File: config.mk
export PLATFORM = sky130hd
export DESIGN_NAME = jk_register_bank_flat
export DESIGN_NICKNAME = d
export VERILOG_FILES = /design/src/rtl/jk_register_bank_if.sv /design/src/rtl/jk_register_bank.sv /design/src/flat_wrapper.sv
export SDC_FILE = /design/constraint.sdc
export NUM_CORES = 1
export LEC_CHECK = 0
export CAP_MARGIN = 20
export CORE_MARGIN = 1
export CORE_UTILIZATION = 50
export CTS_BUF_LIST = sky130_fd_sc_hd__clkbuf_16
export DETAILED_ROUTE_END_ITERATION = 10
export PLACE_DENSITY = 0.86
export RECOVER_POWER = 100
export SETUP_SLACK_MARGIN = 0.4
export SLEW_MARGIN = 10
export SYNTH_ARGS = -nofsm -noshare
export SYNTH_HDL_FRONTEND = slang
export SYNTH_SLANG_ARGS = --single-unit
File: constraint.sdc
create_clock -name clk -period 4.7 [get_ports clk]
set_input_delay 0.94 -clock clk [delete_from_list [all_inputs] [get_ports clk]]
set_output_delay 0.94 -clock clk [all_outputs]
set_load 0.02 [all_outputs]
File: src/rtl/jk_register_bank_if.sv
// jk_register_bank_if
//   Bundles the control, data and status signals of jk_register_bank.
//   master : the controlling side (drives en/mode/j/k/dir/ser_in, reads outputs)
//   slave  : the register bank itself (reads controls, drives q/q_n/tc/ser_out)
//   Signals:
//     en      update enable, 0 holds all state
//     mode    00 JK, 01 COUNT, 10 SHIFT, 11 LOAD
//     j, k    per-bit J/K inputs; j doubles as parallel load data
//     dir     COUNT 0 up / 1 down; SHIFT 0 left / 1 right
//     ser_in  serial input for SHIFT
//     q, q_n  registered state and its complement
//     tc      registered terminal-count pulse
//     ser_out registered bit shifted out on the last SHIFT edge
interface jk_register_bank_if #(
  parameter int WIDTH = 8
);
  logic             en;
  logic [1:0]       mode;
  logic [WIDTH-1:0] j;
  logic [WIDTH-1:0] k;
  logic             dir;
  logic             ser_in;
  logic [WIDTH-1:0] q;
  logic [WIDTH-1:0] q_n;
  logic             tc;
  logic             ser_out;

  modport master (
    output en, mode, j, k, dir, ser_in,
    input  q, q_n, tc, ser_out
  );

  modport slave (
    input  en, mode, j, k, dir, ser_in,
    output q, q_n, tc, ser_out
  );
endinterface

File: src/rtl/jk_register_bank.sv
// jk_register_bank
//   Bank of WIDTH JK flip-flops with four run-time modes: per-bit JK,
//   up/down counter built from a toggle chain, bidirectional shift register
//   and parallel load. All outputs are registered.
//   Ports:
//     clk  rising-edge clock
//     rst  synchronous active-high reset (overrides everything)
//     bus  jk_register_bank_if slave modport (controls in, q/q_n/tc/ser_out out)
module jk_register_bank #(
  parameter int WIDTH = 8
) (
  input  logic              clk,
  input  logic              rst,
  jk_register_bank_if.slave bus
);

  localparam logic [1:0] MODE_JK    = 2'b00;
  localparam logic [1:0] MODE_COUNT = 2'b01;
  localparam logic [1:0] MODE_SHIFT = 2'b10;
  localparam logic [1:0] MODE_LOAD  = 2'b11;

  logic [WIDTH-1:0] q_reg;
  logic [WIDTH-1:0] q_n_reg;
  logic             tc_reg;
  logic             ser_out_reg;

  logic [WIDTH-1:0] toggle;
  logic [WIDTH-1:0] q_next;
  logic             tc_next;
  logic             ser_out_next;
  logic             wrap;

  // Toggle chain: bit i flips when every lower bit is 1 (up) or 0 (down).
  // Written as a running AND so synthesis can build a prefix tree for wide banks.
  always_comb begin
    toggle    = '0;
    toggle[0] = 1'b1;
    for (int i = 1; i < WIDTH; i++) begin
      toggle[i] = toggle[i-1] & (bus.dir ? ~q_reg[i-1] : q_reg[i-1]);
    end
  end

  // Wrap happens exactly when the whole chain toggles: all-ones going up, zero going down.
  assign wrap = bus.dir ? (q_reg == '0) : (&q_reg);

  always_comb begin
    q_next       = q_reg;
    tc_next      = 1'b0;
    ser_out_next = ser_out_reg;
    case (bus.mode)
      MODE_JK: begin
        q_next = (bus.j & ~q_reg) | (~bus.k & q_reg);
      end
      MODE_COUNT: begin
        q_next  = q_reg ^ toggle;
        tc_next = wrap;
      end
      MODE_SHIFT: begin
        if (bus.dir) begin
          q_next       = {bus.ser_in, q_reg[WIDTH-1:1]};
          ser_out_next = q_reg[0];
        end else begin
          q_next       = {q_reg[WIDTH-2:0], bus.ser_in};
          ser_out_next = q_reg[WIDTH-1];
        end
      end
      MODE_LOAD: begin
        q_next = bus.j;
      end
      default: begin
        q_next = q_reg;
      end
    endcase
  end

  // q_n is a separate register loaded with the complement of the next state,
  // so it is never a cycle behind q. tc is a pulse and clears when disabled.
  always_ff @(posedge clk) begin
    if (rst) begin
      q_reg       <= '0;
      q_n_reg     <= '1;
      tc_reg      <= 1'b0;
      ser_out_reg <= 1'b0;
    end else if (!bus.en) begin
      tc_reg <= 1'b0;
    end else begin
      q_reg       <= q_next;
      q_n_reg     <= ~q_next;
      tc_reg      <= tc_next;
      ser_out_reg <= ser_out_next;
    end
  end

  assign bus.q       = q_reg;
  assign bus.q_n     = q_n_reg;
  assign bus.tc      = tc_reg;
  assign bus.ser_out = ser_out_reg;

endmodule

File: src/flat_wrapper.sv
// flat-port wrapper written by rule: the top's interface ports become plain ports
module jk_register_bank_flat 
#(
  parameter int WIDTH = 8
)
  (clk, rst, bus_en, bus_mode, bus_j, bus_k, bus_dir, bus_ser_in, bus_q, bus_q_n, bus_tc, bus_ser_out);
  jk_register_bank_if #(.WIDTH(WIDTH)) bus_i ();
  input  logic clk;
  input  logic rst;
  input wire logic [$bits(bus_i.en)-1:0] bus_en;
  input wire logic [$bits(bus_i.mode)-1:0] bus_mode;
  input wire logic [$bits(bus_i.j)-1:0] bus_j;
  input wire logic [$bits(bus_i.k)-1:0] bus_k;
  input wire logic [$bits(bus_i.dir)-1:0] bus_dir;
  input wire logic [$bits(bus_i.ser_in)-1:0] bus_ser_in;
  output wire logic [$bits(bus_i.q)-1:0] bus_q;
  output wire logic [$bits(bus_i.q_n)-1:0] bus_q_n;
  output wire logic [$bits(bus_i.tc)-1:0] bus_tc;
  output wire logic [$bits(bus_i.ser_out)-1:0] bus_ser_out;
  assign bus_i.en = bus_en;
  assign bus_i.mode = bus_mode;
  assign bus_i.j = bus_j;
  assign bus_i.k = bus_k;
  assign bus_i.dir = bus_dir;
  assign bus_i.ser_in = bus_ser_in;
  assign bus_q = bus_i.q;
  assign bus_q_n = bus_i.q_n;
  assign bus_tc = bus_i.tc;
  assign bus_ser_out = bus_i.ser_out;
  jk_register_bank #(.WIDTH(WIDTH)) u_core (.clk(clk), .rst(rst), .bus(bus_i));
endmodule
==> reports/metrics.yaml <==
synthesis:
  synth_xor_area_share_pct: 4.00
  synth_top_cell_area_share_pct: 27.4
  synthFlopType: "dfxtp_1"
  synth_compound_area_share_pct: 27.1
  syn-cell-area_mm2: 0.00131
  synth_most_common_cell: "dfxtp_1"
  synth_nets: 187
  synthAdderAreaFrac_pct: 0
  synth-seq-cells: 18
  yosys-top-cells-count: "dfxtp_1 (18), nor2_1 (16), nand2_1 (13)"
  synth.area.top_cells: "dfxtp_1 (27%), mux2i_1 (6.9%), nor2_1 (4.6%)"
  ys_seq_area_share_pct: 27.4
  yosysWarnings: 0
  synth.area.mux_share_pct: 9.43
  synthesis.instances: 164
  synth-edff-count: 0
  synth.distinct_cells: 45
  synthSimpleGateAreaFrac_pct: 22.6
  async_flop_share_pct: 0
  syn_area_per_cell_um2: 8.01
  synth_top_family_by_area: "compound AO/OA/AOI/OAI gates"
  yosysTopAreaCell: "dfxtp_1"
die:
  num_rows: 18
  core_mm2: 0.00248
  fp.dieW_um: 53.3
  initial_core_util_pct: 53.0
  die_area_mm2: 0.00284
  pin_count: 41
  die_y_um: 53.3
critical_path:
  r2r_setup_slack_ns: 2.53
  crit_slowest_cell: "dlygate4sd3_1"
  end_kind: "flip-flop"
  r2r-start: "u_core.bus.q[0]"
  r2r_cells: 5
  criticalPathCategory: "in2reg"
  rr_endpoint: "u_core.bus.q[4]"
  critPathMaxStageDelay_ns: 1.00
  critical_path.cell_chain: "dlygate4sd3_1, nor4b_1, mux2i_1, mux2i_1, o311ai_0, nor2_1"
  cp.arrival_ns: 3.53
  start_kind: "input pin"
  crit_fanout: 17
  critical_path.most_common_cell: "mux2i_1"
  cp.required_ns: 4.82
global_route:
  grt_pass1_vias: 1171
  grt.total_usage_pct: 26.3
  antenna_found_initial: 0
  overflow: 0
  grt_pass1_wl_um: 5360
  grt_max_degree: 22
flow_run:
  cap_violations: 0
min_path:
  worstHoldPathType: "reg2reg"
  whs_endpoint: "u_core.bus.q_n[0]"
  holdCritStartpoint: "u_core.bus.q_n[0]"
  whs_path_depth: 2
route:
  vias_per_cell: 5.79
  vias: 1285
  route.met2.wl_um: 1640
  routed.top_layer: "met4"
  met3_length_um: 168
  drt-wirelength-per-cell_um: 15.1
  wl_met1_um: 1500
  antenna_left: 0
  dr.pass1.iters: 4
  wirelength_um: 3350
  drc_errors: 0
  drt_iter0_drc: 37
clocking:
  cts_tree: "done"
  ctsHoldBuffers: 0
  cts_buffers: 3
  cts.htree.levels: 1
  cts_root_buffer: "clkbuf_16"
  post-cts-setup-buffer-count: 0
  clock_path_buffers: 2
  ctsResizeCount: 0
  insertion_delay_ns: 0.25
  cts.reportedPaths.clkPinSlew_ns: 0.05
  clock-sinks: 18
power_and_ir_drop:
  cellLeakagePower_nw: 0.690
  ir_worst_vdd_mv: 0.214
  powerDensity_mw_per_mm2: 283
placement:
  dp_cells: 218
  place_hpwl_um: 2390
  gp_congestion: 0.876
  post-place-ws_ns: 1.55
  io_buffer_count: 40
sta:
  slew-limit-headroom_pct: 47.5
  max_slew.worst_pin.slew_ns: 0.776
  min_period_ns: 3.41
  setup_viol: 0
  clock_skew_ns: 0.00249
  setup_ws_ns: 1.29
  fmax_ghz: 0.293
  rsz0062_at_grt: "false"
  slew_viol_final: 0
  tns_ns: 0
  period_share_pct: 72.5
  hold_viol: 0
layout:
  fin_nets: 216
  n_antenna_cell: 0
  finalNonFillerCells: 222
  syn_to_final_growth_pct: 31.1
  layout-drive-gt1-share_pct: 6.77
status:
  run_status: "completed"
## cell families (layout without fill, tap and decap cells)
| group | count (synthesis) | after routing |
|---|---|---|
| simple gates | 55 | 55 |
| compound gates | 50 | 50 |
| xor+xnor | 6 | 6 |
| flops | 18 | 18 |
| mux | 12 | 12 |
| buf+inv | 23 | 51 |
## stage by stage
| step | utilization [%] | hold slack, ns | cell area, µm² | power, mW |
|---|---|---|---|---|
| global route | 69.5 | 0.491 | 1720 | 0.511 |
| finish | 69.5 | 0.447 | 1720 | 0.488 |
| detailed placement | 67.1 | 0.447 | 1660 | 0.323 |
| CTS | 70.3 | 0.455 | 1740 | 0.498 |
| floorplan | - | 0.525 | 1310 | 0.273 |
| global placement | 67.1 | 0.441 | 1660 | 0.320 |
## cell type report
class,instances,area (µm²)
Tap cell,30,37.5
Clock inverter,1,3.75
Timing Repair Buffer,42,415
Inverter,5,18.8
Multi-Input combinational cell,123,812
Sequential cell,18,360
Clock buffer,3,75.1
Fill cell,218,754
## metal layers
layer  GRT usage [%]  up-vias
met1            33.2      593
met4            11.4        0
met5               0        -
met3            4.60        5
li1                -      649
met2            42.9       38
## where the power goes
group	switching, mW	internal, mW
logic	0.0638	0.0660
registers	0.0189	0.164
clock network	0.0611	0.113
## how the worst max path moves through the flow
stage / startpoint / endpoint / slack [ns] / cells after the start
2_1_floorplan: bus_dir / u_core.bus.q[3] / 2.55 / 6
3_3_place_gp: bus_dir / u_core.bus.q[3] / 1.62 / 6
3_5_place_dp: bus_dir / u_core.bus.q[3] / 1.55 / 6
4_1_cts: bus_dir / u_core.bus.q[3] / 1.81 / 6
5_1_grt: bus_dir / u_core.bus.q[4] / 1.08 / 6
6_report: bus_dir / u_core.bus.q[4] / 1.29 / 6
## worst max-delay path: cells and delay by family
kind | cells | cell delay (ns)
buffers and inverters | 1 | 1.00
and+or+nand+nor | 2 | 0.81
AOI/OAI and AO/OA | 1 | 0.42
muxes | 2 | 0.35
## cells in the final DEF (no fill, tap or decap), drive strengths merged, types with 3 or more instances in the layout
cell type	synthesis	routed
inv	5	5
a31o	3	3
o31a	3	3
o21ai	10	10
mux2	3	3
clkbuf	9	3
a21oi	7	7
nor2	16	16
xnor2	3	3
a21o	3	3
xor2	3	3
a31oi	5	5
dlygate4sd3	0	20
a211oi	3	3
dfxtp	18	18
nand2b	7	7
nand2	14	14
clkdlybuf4s50	0	20
a311oi	3	3
mux2i	9	9
o311ai	3	3
nand3	3	3
(Power assumes the default switching activity.)
==> RTL edit, RTL diff (config.mk and constraints unchanged) <==
`WIDTH` is set to 8 in 3 places; all go to 9.
--- a/src/rtl/jk_register_bank_if.sv
+++ b/src/rtl/jk_register_bank_if.sv
@@ -12,7 +12,7 @@
 //     tc      registered terminal-count pulse
 //     ser_out registered bit shifted out on the last SHIFT edge
 interface jk_register_bank_if #(
-  parameter int WIDTH = 8
+  parameter int WIDTH = 9
 );
   logic             en;
   logic [1:0]       mode;
--- a/src/rtl/jk_register_bank.sv
+++ b/src/rtl/jk_register_bank.sv
@@ -7,7 +7,7 @@
 //     rst  synchronous active-high reset (overrides everything)
 //     bus  jk_register_bank_if slave modport (controls in, q/q_n/tc/ser_out out)
 module jk_register_bank #(
-  parameter int WIDTH = 8
+  parameter int WIDTH = 9
 ) (
   input  logic              clk,
   input  logic              rst,
--- a/src/flat_wrapper.sv
+++ b/src/flat_wrapper.sv
@@ -1,7 +1,7 @@
 // flat-port wrapper written by rule: the top's interface ports become plain ports
 module jk_register_bank_flat 
 #(
-  parameter int WIDTH = 8
+  parameter int WIDTH = 9
 )
   (clk, rst, bus_en, bus_mode, bus_j, bus_k, bus_dir, bus_ser_in, bus_q, bus_q_n, bus_tc, bus_ser_out);
   jk_register_bank_if #(.WIDTH(WIDTH)) bus_i ();
Interface: changed (resized bus_j, bus_k, bus_q and bus_q_n); port bits go from 41 to 45. No check against the original RTL was run, so the function may have changed too.
==> RTL edit against the unedited design <==
- the run now ends with design-rule violations left
- maximum frequency fell by 11%
- sequential share of layout area shrank 0.74 points
- highest routed layer unchanged
- register-to-register slack got worse by 180 ps
- first-iteration DRC count rose by 140%
- sequential cell count is 2 higher
- clock power up 36%
- synthesized area grew 17%
- worst setup slack got worse by 430 ps
- final area up 15%
- combinational power rose by 14%
- total power is 21% higher
- clock skew is essentially flat
- routed wire length increased by 18%
- critical path depth up 1
==> RTL edit: results (changes against the unedited design) <==
- Multi-input logic area: 950.9 um2 (+17%)
- Fillers: 238 (+9.2%)
- CTS max path bufs: 2 (unchanged)
- Sequential cell area fraction in the yosys report: 26.02% (-1.4 points)
- Compound-Gate Fraction of Synth Area: 30.73% (+3.6 points)
- Clock Skew: 2.515 ps (+0.02063 ps)
- Global-route wire length before repair: 6.479 mm (+21%)
- Syn nets: 215 (+15%)
- Worst path max stage delay: 780 ps (-220 ps)
- Top cells by area, synth: dfxtp_1 26%, clkbuf_8 5.4%, mux2i_1 5.2%, nand2_1 4.9%, o21ai_0 4.9%
- Share of layout cells above drive strength 1: 7.240% (+0.47 points)
- Hold Startpoint: u_core.bus.q_n[3]
- Post-synthesis cell type count: 59 (+31%)
- WL/cell: 15.68 um (+3.9%)
- Post-CTS setup buffers: 0 (unchanged)
- Initial antenna violation count: 0 (unchanged)
- H-Tree Depth: 1 (unchanged)
- Reg-to-reg startpoint: u_core.bus.q[1]
- First drt pass iteration count: 9 (+5)
- Post-synth top cells: 20 x dfxtp_1, 20 x nand2_1, 15 x o21ai_0
- Total power: 589.6 uW (+21%)
- Gr usage total: 25.32% (-0.93 points)
- Vias in the first global route: 1,431 (+22%)
- Worst hold path type: reg2reg
- Mux cell area share after synthesis: 5.935% (-3.5 points)
- Post-DP HPWL: 2.701 mm (+13%)
- Clk_lat worst skew: 250 ps (about the same)
- Total CTS buffers: 3 (unchanged)
- CP Max Fanout: 22 (+5)
- Nets: 247 (+14%)
- Max VDD drop: 0.2394 mV (+12%)
- I/O Buffers: 44 (+10%)
- XOR/XNOR share of the synthesized area: 2.846% (-1.2 points)
- Worst-path clk slew: 60 ps
- Pin count of the biggest net entering global routing: 25 (+14%)
- Critical path's slowest cell: clkbuf_1
- Synth warn: 0 (unchanged)
- Leakage: 0.7909 nW (+15%)
- Placed Area: 0.001887 mm2 (+14%)
- Slew headroom: 30.18% (-17 points)
- Ys async rst share: 0% (unchanged)
- Routability Congestion: 0.9189 (+4.9%)
- CP Data Arrival Time: 3990 ps (+460 ps)
- Failing checks: design-rule violations
- Iteration-0 DRC count of the detailed router: 89 (+140%)
- Critical Path Start: bus_dir
- Post-CTS sizing: 0 (unchanged)
- Fraction of the mapped netlist area in adder cells: 0% (unchanged)
- Root buf cell: clkbuf_16
- Via density: 6.329 (+9.3%)
- N_diodes: 0 (unchanged)
- Run status: finished with violations
- Post-synth top flop: dfxtp_1
- DRC: 1 (+1)
RTL edit: final timing paths:
path / end / slack [ps] / depth (start not counted)
worst min register to register: u_core.bus.q_n[3] / 440 / 2
worst max register to register: u_core.bus.q_n[6] / 2350 / 5
worst min-delay path: u_core.bus.q_n[3] / 440 / 2
worst max-delay path: u_core.bus.q_n[6] / 860 / 7
RTL edit: through the flow:
stage                     setup slack (ps)  instances
after floorplan                       2188        190
after global placement                1403        248
after detailed placement              1327        248
after CTS                             1575        252
after global routing                 761.7        252
final                                862.3        252
RTL edit: cell families (layout without fill, tap and decap cells):
kind of cell	after synthesis	count (layout)
multiplexers	9	9
buffers and inverters	28	59
AND/OR/NAND/NOR	63	63
flip-flops	20	20
AO/OA/AOI/OAI	65	65
XOR/XNOR	5	5
RTL edit: per-layer routing:
layer,global-route usage [%],routed length [um],part of all wire (%),vias up
met3,4.308,323,8.2,14
met5,0,0,0,-
met1,32.68,1695,43,733
li1,-,-,-,761
met2,40.86,1848,47,87
met4,12.20,84,2.1,0
RTL edit: critical path: cells and delay by family:
family	cells	cell delay [ps]
compound gates	2	590
simple gates	3	1160
buf+inv	2	1300
RTL edit: power by group:
| group | switching [mW] | internal (mW) |
|---|---|---|
| sequential | 0.0229 | 0.183 |
| clock | 0.0671 | 0.169 |
| combinational | 0.0739 | 0.0739 |
RTL edit: cell type report:
class | instances | area share, %
clock buffers | 3 | 3.783
well taps | 31 | 1.955
clock inverters | 1 | 1.513
inverters | 8 | 1.513
flip-flops and latches | 20 | 20.18
repair buffers | 47 | 23.14
multi-input cells | 142 | 47.92
